<file path="src/rtl/alu_pkg.sv">
// Shared function codes and widths for the PhilosophyV ALU.
// Optional shifter build macro: ALU_SHIFT_EN.
package alu_pkg;

    localparam int ALU_FUNCT_WIDTH = 4;
    localparam int ALU_NUM_FUNCT   = 10;

    localparam logic [ALU_FUNCT_WIDTH-1:0] ALU_FUNCT_AND  = 4'd0;
    localparam logic [ALU_FUNCT_WIDTH-1:0] ALU_FUNCT_OR   = 4'd1;
    localparam logic [ALU_FUNCT_WIDTH-1:0] ALU_FUNCT_XOR  = 4'd2;
    localparam logic [ALU_FUNCT_WIDTH-1:0] ALU_FUNCT_NOR  = 4'd3;
    localparam logic [ALU_FUNCT_WIDTH-1:0] ALU_FUNCT_ADD  = 4'd4;
    localparam logic [ALU_FUNCT_WIDTH-1:0] ALU_FUNCT_SUB  = 4'd5;
    localparam logic [ALU_FUNCT_WIDTH-1:0] ALU_FUNCT_SLT  = 4'd6;
    localparam logic [ALU_FUNCT_WIDTH-1:0] ALU_FUNCT_SLTU = 4'd7;
    localparam logic [ALU_FUNCT_WIDTH-1:0] ALU_FUNCT_SLL  = 4'd8;
    localparam logic [ALU_FUNCT_WIDTH-1:0] ALU_FUNCT_SRL  = 4'd9;

    // Only ADD and SUB may report signed overflow.
    function automatic logic reports_overflow(input logic [ALU_FUNCT_WIDTH-1:0] funct);
        return (funct == ALU_FUNCT_ADD) || (funct == ALU_FUNCT_SUB);
    endfunction

endpackage

</file>
<file path="src/rtl/alu_addsub.sv">
// N-bit adder/subtractor: subtraction is a + ~b + 1, shared by SUB, SLT and SLTU.
module alu_addsub #(
    parameter int N = 32
) (
    input  logic [N-1:0] a,
    input  logic [N-1:0] b,
    input  logic         sub,
    output logic [N-1:0] sum,
    output logic         overflow,
    output logic         carry
);

    logic [N-1:0] b_eff;

    always_comb begin
        b_eff = sub ? ~b : b;
        {carry, sum} = {1'b0, a} + {1'b0, b_eff} + {{N{1'b0}}, sub};
        // Same-sign addends whose sum flips sign; with b inverted this also covers subtraction.
        overflow = (a[N-1] == b_eff[N-1]) && (sum[N-1] != a[N-1]);
    end

endmodule

</file>
<file path="src/rtl/alu.sv">
// Registered N-bit ALU: result mux, status flags and output registers.
// Define ALU_SHIFT_EN to build the SLL/SRL shifter; otherwise codes 8/9 act as unused codes.
module alu
    import alu_pkg::*;
#(
    parameter int N = 32
) (
    input  logic                       clk,
    input  logic                       rst,
    input  logic [N-1:0]               x,
    input  logic [N-1:0]               y,
    input  logic [ALU_FUNCT_WIDTH-1:0] funct,
    output logic [N-1:0]               z,
    output logic                       equal,
    output logic                       zero,
    output logic                       overflow
);

    // No handshake: inputs are taken every rising edge and the registered
    // outputs for them are valid after that edge, one result per cycle.

`ifdef ALU_SHIFT_EN
    localparam int SHAMT_W = $clog2(N);
    logic [SHAMT_W-1:0] shamt;
    assign shamt = y[SHAMT_W-1:0];
`endif

    logic [N-1:0] z_d, z_q;
    logic         equal_d, equal_q;
    logic         zero_d, zero_q;
    logic         overflow_d, overflow_q;

    logic [N-1:0] as_sum;
    logic         as_ovf;
    logic         as_carry;
    logic         as_sub;

    assign as_sub = (funct != ALU_FUNCT_ADD);

    alu_addsub #(.N(N)) u_addsub (
        .a        (x),
        .b        (y),
        .sub      (as_sub),
        .sum      (as_sum),
        .overflow (as_ovf),
        .carry    (as_carry)
    );

    always_comb begin
        z_d = '0;
        case (funct)
            ALU_FUNCT_AND:  z_d = x & y;
            ALU_FUNCT_OR:   z_d = x | y;
            ALU_FUNCT_XOR:  z_d = x ^ y;
            ALU_FUNCT_NOR:  z_d = ~(x | y);
            ALU_FUNCT_ADD:  z_d = as_sum;
            ALU_FUNCT_SUB:  z_d = as_sum;
            // Signed less-than is the difference sign corrected by overflow; unsigned is the borrow.
            ALU_FUNCT_SLT:  z_d = {{(N-1){1'b0}}, as_sum[N-1] ^ as_ovf};
            ALU_FUNCT_SLTU: z_d = {{(N-1){1'b0}}, ~as_carry};
`ifdef ALU_SHIFT_EN
            ALU_FUNCT_SLL:  z_d = x << shamt;
            ALU_FUNCT_SRL:  z_d = x >> shamt;
`endif
            default:        z_d = '0;
        endcase

        equal_d    = (x == y);
        zero_d     = (z_d == '0);
        overflow_d = reports_overflow(funct) && as_ovf;
    end

    always_ff @(posedge clk) begin
        if (rst) begin
            z_q        <= '0;
            equal_q    <= 1'b0;
            zero_q     <= 1'b0;
            overflow_q <= 1'b0;
        end else begin
            z_q        <= z_d;
            equal_q    <= equal_d;
            zero_q     <= zero_d;
            overflow_q <= overflow_d;
        end
    end

    assign z        = z_q;
    assign equal    = equal_q;
    assign zero     = zero_q;
    assign overflow = overflow_q;

endmodule

</file>
<file path="config.mk">
export PLATFORM = sky130hd
export DESIGN_NAME = alu
export DESIGN_NICKNAME = d
export VERILOG_FILES = /design/src/rtl/alu_pkg.sv /design/src/rtl/alu_addsub.sv /design/src/rtl/alu.sv
export SDC_FILE = /design/constraint.sdc
export NUM_CORES = 1
export LEC_CHECK = 0
export ABC_AREA = 1
export CORE_UTILIZATION = 45
export DETAILED_ROUTE_END_ITERATION = 8
export PLACE_DENSITY = 0.81
export SLEW_MARGIN = 40
export SYNTH_ARGS = -nofsm -noshare
export SYNTH_HDL_FRONTEND = slang
export SYNTH_SLANG_ARGS = --single-unit
</file>
<file path="constraint.sdc">
create_clock -name clk -period 4.6 [get_ports clk]
set_clock_uncertainty 0.15 [all_clocks]
set_input_delay 1.38 -clock clk [delete_from_list [all_inputs] [get_ports clk]]
set_output_delay 1.38 -clock clk [all_outputs]
set_load 0.02 [all_outputs]
</file>
# After elaboration in Yosys (flattened, before gate mapping)
# Cells that the tools add are included.
# totals
regBits,35
in_bits,70
output_inout_bits,35
# classes
n_addsub,2
n_eq_ne,11
n_mux,2
bitwise,7
reduce_logical,6
# op_table
op,n
32-bit case mux with 7 select lines,1
32-bit NOT,2
32-bit by 32-bit adder with 33-bit output,1
33-bit by 1-bit adder with 33-bit output,1
32-bit bitwise AND,1
32-bit == test,1
32-bit logical NOT,1
32-bit two-way mux,1
32-bit OR,1
32-bit bitwise XOR,1
"4-bit by 3-bit == test with 1-bit output, second input constant",4
"4-bit by 2-bit == test with 1-bit output, second input constant",2
"4-bit by 1-bit == test with 1-bit output, second input constant",1
4-bit logical NOT,1
"4-bit by 3-bit != test with 1-bit output, second input constant",1
1-bit logical AND,2
2-bit OR reduction,1
1-bit == test,1
1-bit logical OR,1
1-bit != test,1
1-bit NOT,1
1-bit bitwise XOR,1

# Longest topological paths before layout
# logic_depth
ltp_word,9
ltp_mapped,24

# By module
# From an unflattened synthesis, not the netlist that was laid out.
# unflattened
cells_unflattened,981
hier_area_um2,5878.1
# by_module_without_submodules
module,n_inst,cells_each,area_per_inst_um2,seq_area_each_um2
alu,1,562,3532.1,700.7
alu_addsub,1,419,2346.0,0.0

# Worst setup path after synthesis
# No wires, ideal clock.
# synth_path
kind,input to register
from,in funct[1]
to,reg zero_q (netlist: zero)
setup_ns,0.064
arrival_ns,3.689
t_required_ns,4.386
setup_slack_ns,0.697
cell_stages,18
path_buffers,1
path_cell_list,nor2_2 -> nand2_1 -> buf_1 -> xor2_1 -> ha_1 -> nand2_1 -> inv_1 -> a21oi_1 -> nand3_1 -> nand2_1 -> nand3b_1 -> nand3_1 -> nand2_1 -> nor2_1 -> nand2_1 -> nor2_1 -> nand4_1 -> nor2_1
# synth_via
elab_chain_cells,9
elab_cells_between_ends,20
# synth_rtl
item,line,source
from (decl),alu.sv:12,"input logic [ALU_FUNCT_WIDTH-1:0] funct,"
4-bit by 3-bit != test with 1-bit output,alu.sv:38,assign as_sub = (funct != ALU_FUNCT_ADD);
32-bit two-way mux,alu_addsub.sv:16,b_eff = sub ? ~b : b;
32-bit by 32-bit adder with 33-bit output,alu_addsub.sv:17,"{carry, sum} = {1'b0, a} + {1'b0, b_eff} + {{N{1'b0}}, sub};"
33-bit by 1-bit adder with 33-bit output,alu_addsub.sv:17,
1-bit != test,alu_addsub.sv:19,overflow = (a[N-1] == b_eff[N-1]) && (sum[N-1] != a[N-1]);
1-bit logical AND,alu_addsub.sv:19,
1-bit bitwise XOR,alu.sv:59,"ALU_FUNCT_SLT: z_d = {{(N-1){1'b0}}, as_sum[N-1] ^ as_ovf};"
32-bit case mux with 7 select lines *,alu.sv:51,case (funct)
32-bit logical NOT *,alu.sv:69,zero_d = (z_d == '0);
to (signal assigned),alu.sv:82,zero_q <= zero_d;
to (decl),alu.sv:30,"logic zero_d, zero_q;"
# Every way passes the cells marked *; elsewhere a longest branch is shown, timed or not.
# A chain may end at the register's enable or synchronous reset.

# Worst setup path after layout
# layout_path
from,in funct[2]
to,reg zero_q (netlist: zero)
# Same word-level chain as after synthesis.

==> impl_results.md <==
- Pre-antenna DRT Iters: 6
- Synth Instances: around 960
- Yosys reg bits: 35
- Asr flop ratio synth: 0
- Cts hold-fix bufs: 0
- Worst path top cell family by delay: simple AND/OR/NAND/NOR gates
- Die X: 116 um
- Fraction of post-synthesis cell area in the top cell type by area: 0.203
- Switching Fraction: 0.407
- Max transition margin: 0.430
- Power Density: ~190 nW/um2
- Cell mode on critical path: nand2_1
- Synth top cells by count: nand2_1 (243), inv_1 (174), ha_1 (95), nor2_1 (87), nand3_1 (74)
- CTS H-tree depth: 2
- Gate power share: 0.565
- CP Data Arrival Time: 4.40 ns
- Initial core utilization: 0.462
- Final slew viol count: 0
- Crit path time final: approximately 4.3 ns
- Fillers: ~1,200
- Drt via density: ~5.4
- Die Area: 13,500 um2
- Status: complete, no violations
- Nets: roughly 1,300
- Crit share post-route: 0.943
- Vias: between 6,000 and 7,000
- Clk pwr share: 0.213
- ANT nets after route: 0
- Antenna cells: 0
- Core Footprint: 12,700 um2
- Cell Chain, Critical Path: clkdlybuf4s50_1 > inv_1 > nor2_2 > nand2_2 > buf_12 > xor2_1 > ha_1 > nand2_1 > nor2_1 > inv_1 > buf_4 > nor2_1 > nand2_1 > nand2_1 > nand2_1 > nand3_1 > nand2_1 > nor2_1 > nand2_1 > nor2_2 > nand4_1 > nor2_1
- Critical path startpoint category: input pin
- Cell area after synthesis: a little under 6000 um2
- Number of DRC markers in iteration 0: 693
- Inserted Clock Buffers: 5
- Die Y-Extent: 116 um
- FP Rows: roughly 40
- Switching power: ~0.6 mW
- Worst hold path startpoint: rst
- Total power: roughly 1.5 mW
- Vias in the first global route: 6,212
- Setup TNS: 0 ns
- Final RePlAce weighted congestion: ~1.0
- First-pass GRT wire length: between 30,000 and 40,000 um
- Syn avg cell area: ~6.1 um2
- Seq/Total Area, Yosys: 0.120
- Hold path endpoint: z[4]$_SDFF_PP0_
- Slowest CP cell: clkdlybuf4s50_1
- Biggest fanout along the worst timing path: 26
- # Max-Cap Violations: 0
- Fmax: approximately 230 MHz
- CTS tree: done
- Min-delay worst type: in2reg
- Buf/Inv on CP: 5
- Largest net degree at the start of global routing: 35
- Internal power: between 0.8 and 0.9 mW
- Top Ports: roughly 110
- Area delta synth->final: 31.8%
- Clock sink count: 35
- Seq pwr share: 0.222
- Buffers on Ports: between 100 and 150
- Total GRT Usage: 0.319
- Post-DP HPWL: around 18,000 um
- Yosys top cell by area: ha_1
- Core Util, Final: 0.609
- Hold depth: 3
- Synth Warn #: 0
- Crit path required time: ~4.7 ns
- CTS Root Cell: clkbuf_16
- Endpoints failing hold: 0
- Leakage power: around 4.0 nW
- Setup violators final: 0
- Netlist cell types: 40
- Clock tree buffer depth: 2
- Crit Path Category: in2reg
- Post-synth net total: around 1,100
- Layout cell share with drive strength beyond 1: 0.107
- Synth area leaders: ha_1 (20%), nand2_1 (16%), dfxtp_1 (12%), inv_1 (11%), nand3_1 (6.3%)
- Most used DFF post-synth: dfxtp_1
- Mean routed wirelength per cell: 16.1 um
- DRC viols: 0
- Setup crit end kind: flop
- Tightest Pin Transition: between 0.8 and 0.9 ns
- Maximum vdd drop: ~0.00014 V
- Grt ovf: 0
- WL final: just over 20,000 um
- Total area of multi-input combinational cells: 4420 um2
- Register Area: approximately 700 um2
- Count leader, synth: nand2_1
- Crit-path max cell delay: roughly 0.49 ns
- Clk slew on worst S/H paths: around 0.050 ns
- EDFF count, synth: 0
- Initial antenna violation count: 0
## worst max path at each step
stage	slack, ns	cells after the start	end	start
final	0.26	22	zero$_SDFF_PP0_	funct[2]
after global routing	-0.001	21	zero$_SDFF_PP0_	funct[2]
after CTS	0.16	22	zero$_SDFF_PP0_	funct[2]
after detailed placement	-0.12	22	zero$_SDFF_PP0_	funct[2]
after global placement	-0.04	21	zero$_SDFF_PP0_	funct[2]
after floorplan	0.70	18	zero$_SDFF_PP0_	funct[1]
## stage by stage
stage          setup WS (ns)  hold WS [ns]  area, um2  instances
2_1_floorplan          0.697          1.45       5850        961
3_3_place_gp         -0.0406          2.02       7490       1282
3_5_place_dp          -0.120          2.02       7490       1282
4_1_cts                0.160          1.78       7630       1290
5_1_grt             -0.00123          1.81       7720       1291
6_report               0.262          1.78       7720       1291
## state kept, by name, indices dropped and copies added, names as in the netlist
| signal | flops |
|---|---|
| equal | 1 |
| overflow | 1 |
| z | 32 |
| zero | 1 |
## layer usage
| metal | global-route usage | vias up | share of wire |
|---|---|---|---|
| met1 | 0.455 | 3088 | 0.44 |
| met2 | 0.488 | 367 | 0.42 |
| met5 | 0 | - | 0 |
| met3 | 0.0329 | 54 | 0.11 |
| li1 | - | 3428 | - |
| met4 | 0.127 | 0 | 0.035 |
## cells by family (layout without fill, tap and decap cells)
| kind of cell | count (synthesis) | count (layout) | share of synthesized area |
|---|---|---|---|
| simple gates | 467 | 467 | 0.346 |
| buf+inv | 201 | 359 | 0.139 |
| compound gates | 130 | 130 | 0.140 |
| fa+ha+maj | 96 | 96 | 0.206 |
| flops | 35 | 35 | 0.120 |
| xor+xnor | 32 | 32 | 0.0479 |
## power groups by stage
stage,sequential [mW],clock [mW],combinational (mW)
after floorplan,0.353,0,0.437
after global placement,0.331,0,0.780
after detailed placement,0.331,0,0.790
after CTS,0.325,0.314,0.795
after global routing,0.326,0.324,0.909
final,0.325,0.311,0.826
## area by class of cell
class                           instances  area share
Multi-Input combinational cell        725       0.573
Timing Repair Buffer                  171       0.203
Tap cell                              172      0.0279
Clock buffer                            7      0.0172
Sequential cell                        35      0.0908
Clock inverter                          1    0.000649
Inverter                              180      0.0876
## tightest hold or removal path: stages
cell             delay [ns]
clkdlybuf4s50_1        0.42
buf_4                  0.25
nor2_1                 0.12
## repair_timing
| action | CTS | global route |
|---|---|---|
| setup buffers | 0 | 1 |
| resized for setup | 0 | 22 |
| endpoints found under the setup margin | 0 | 2 |
## placed cells by master, fill, tap and decap left out, types with 2 or more instances in the layout
| cell | count |
|---|---|
| nand2_1 | 241 |
| inv_1 | 174 |
| clkdlybuf4s50_1 | 104 |
| ha_1 | 94 |
| nor2_1 | 80 |
| nand3_1 | 68 |
| buf_4 | 65 |
| a21oi_1 | 54 |
| dfxtp_1 | 35 |
| xor2_1 | 32 |
| o21ai_0 | 26 |
| nand4_1 | 14 |
| nor2_2 | 13 |
| nand3b_1 | 13 |
| a221oi_1 | 11 |
| nor4_1 | 11 |
| nand3_2 | 8 |
| o21bai_1 | 7 |
| nand2_2 | 6 |
| nor3_1 | 6 |
| inv_2 | 5 |
| a221oi_2 | 5 |
| o211ai_1 | 5 |
| clkbuf_16 | 5 |
| a211oi_1 | 4 |
| o2111ai_1 | 4 |
| o21a_1 | 3 |
| a31oi_1 | 3 |
| nand2_4 | 2 |
| nor3_2 | 2 |
| o21ai_2 | 2 |
| clkbuf_1 | 2 |
| buf_12 | 2 |
Note: power is estimated with default switching activity, not from simulation.
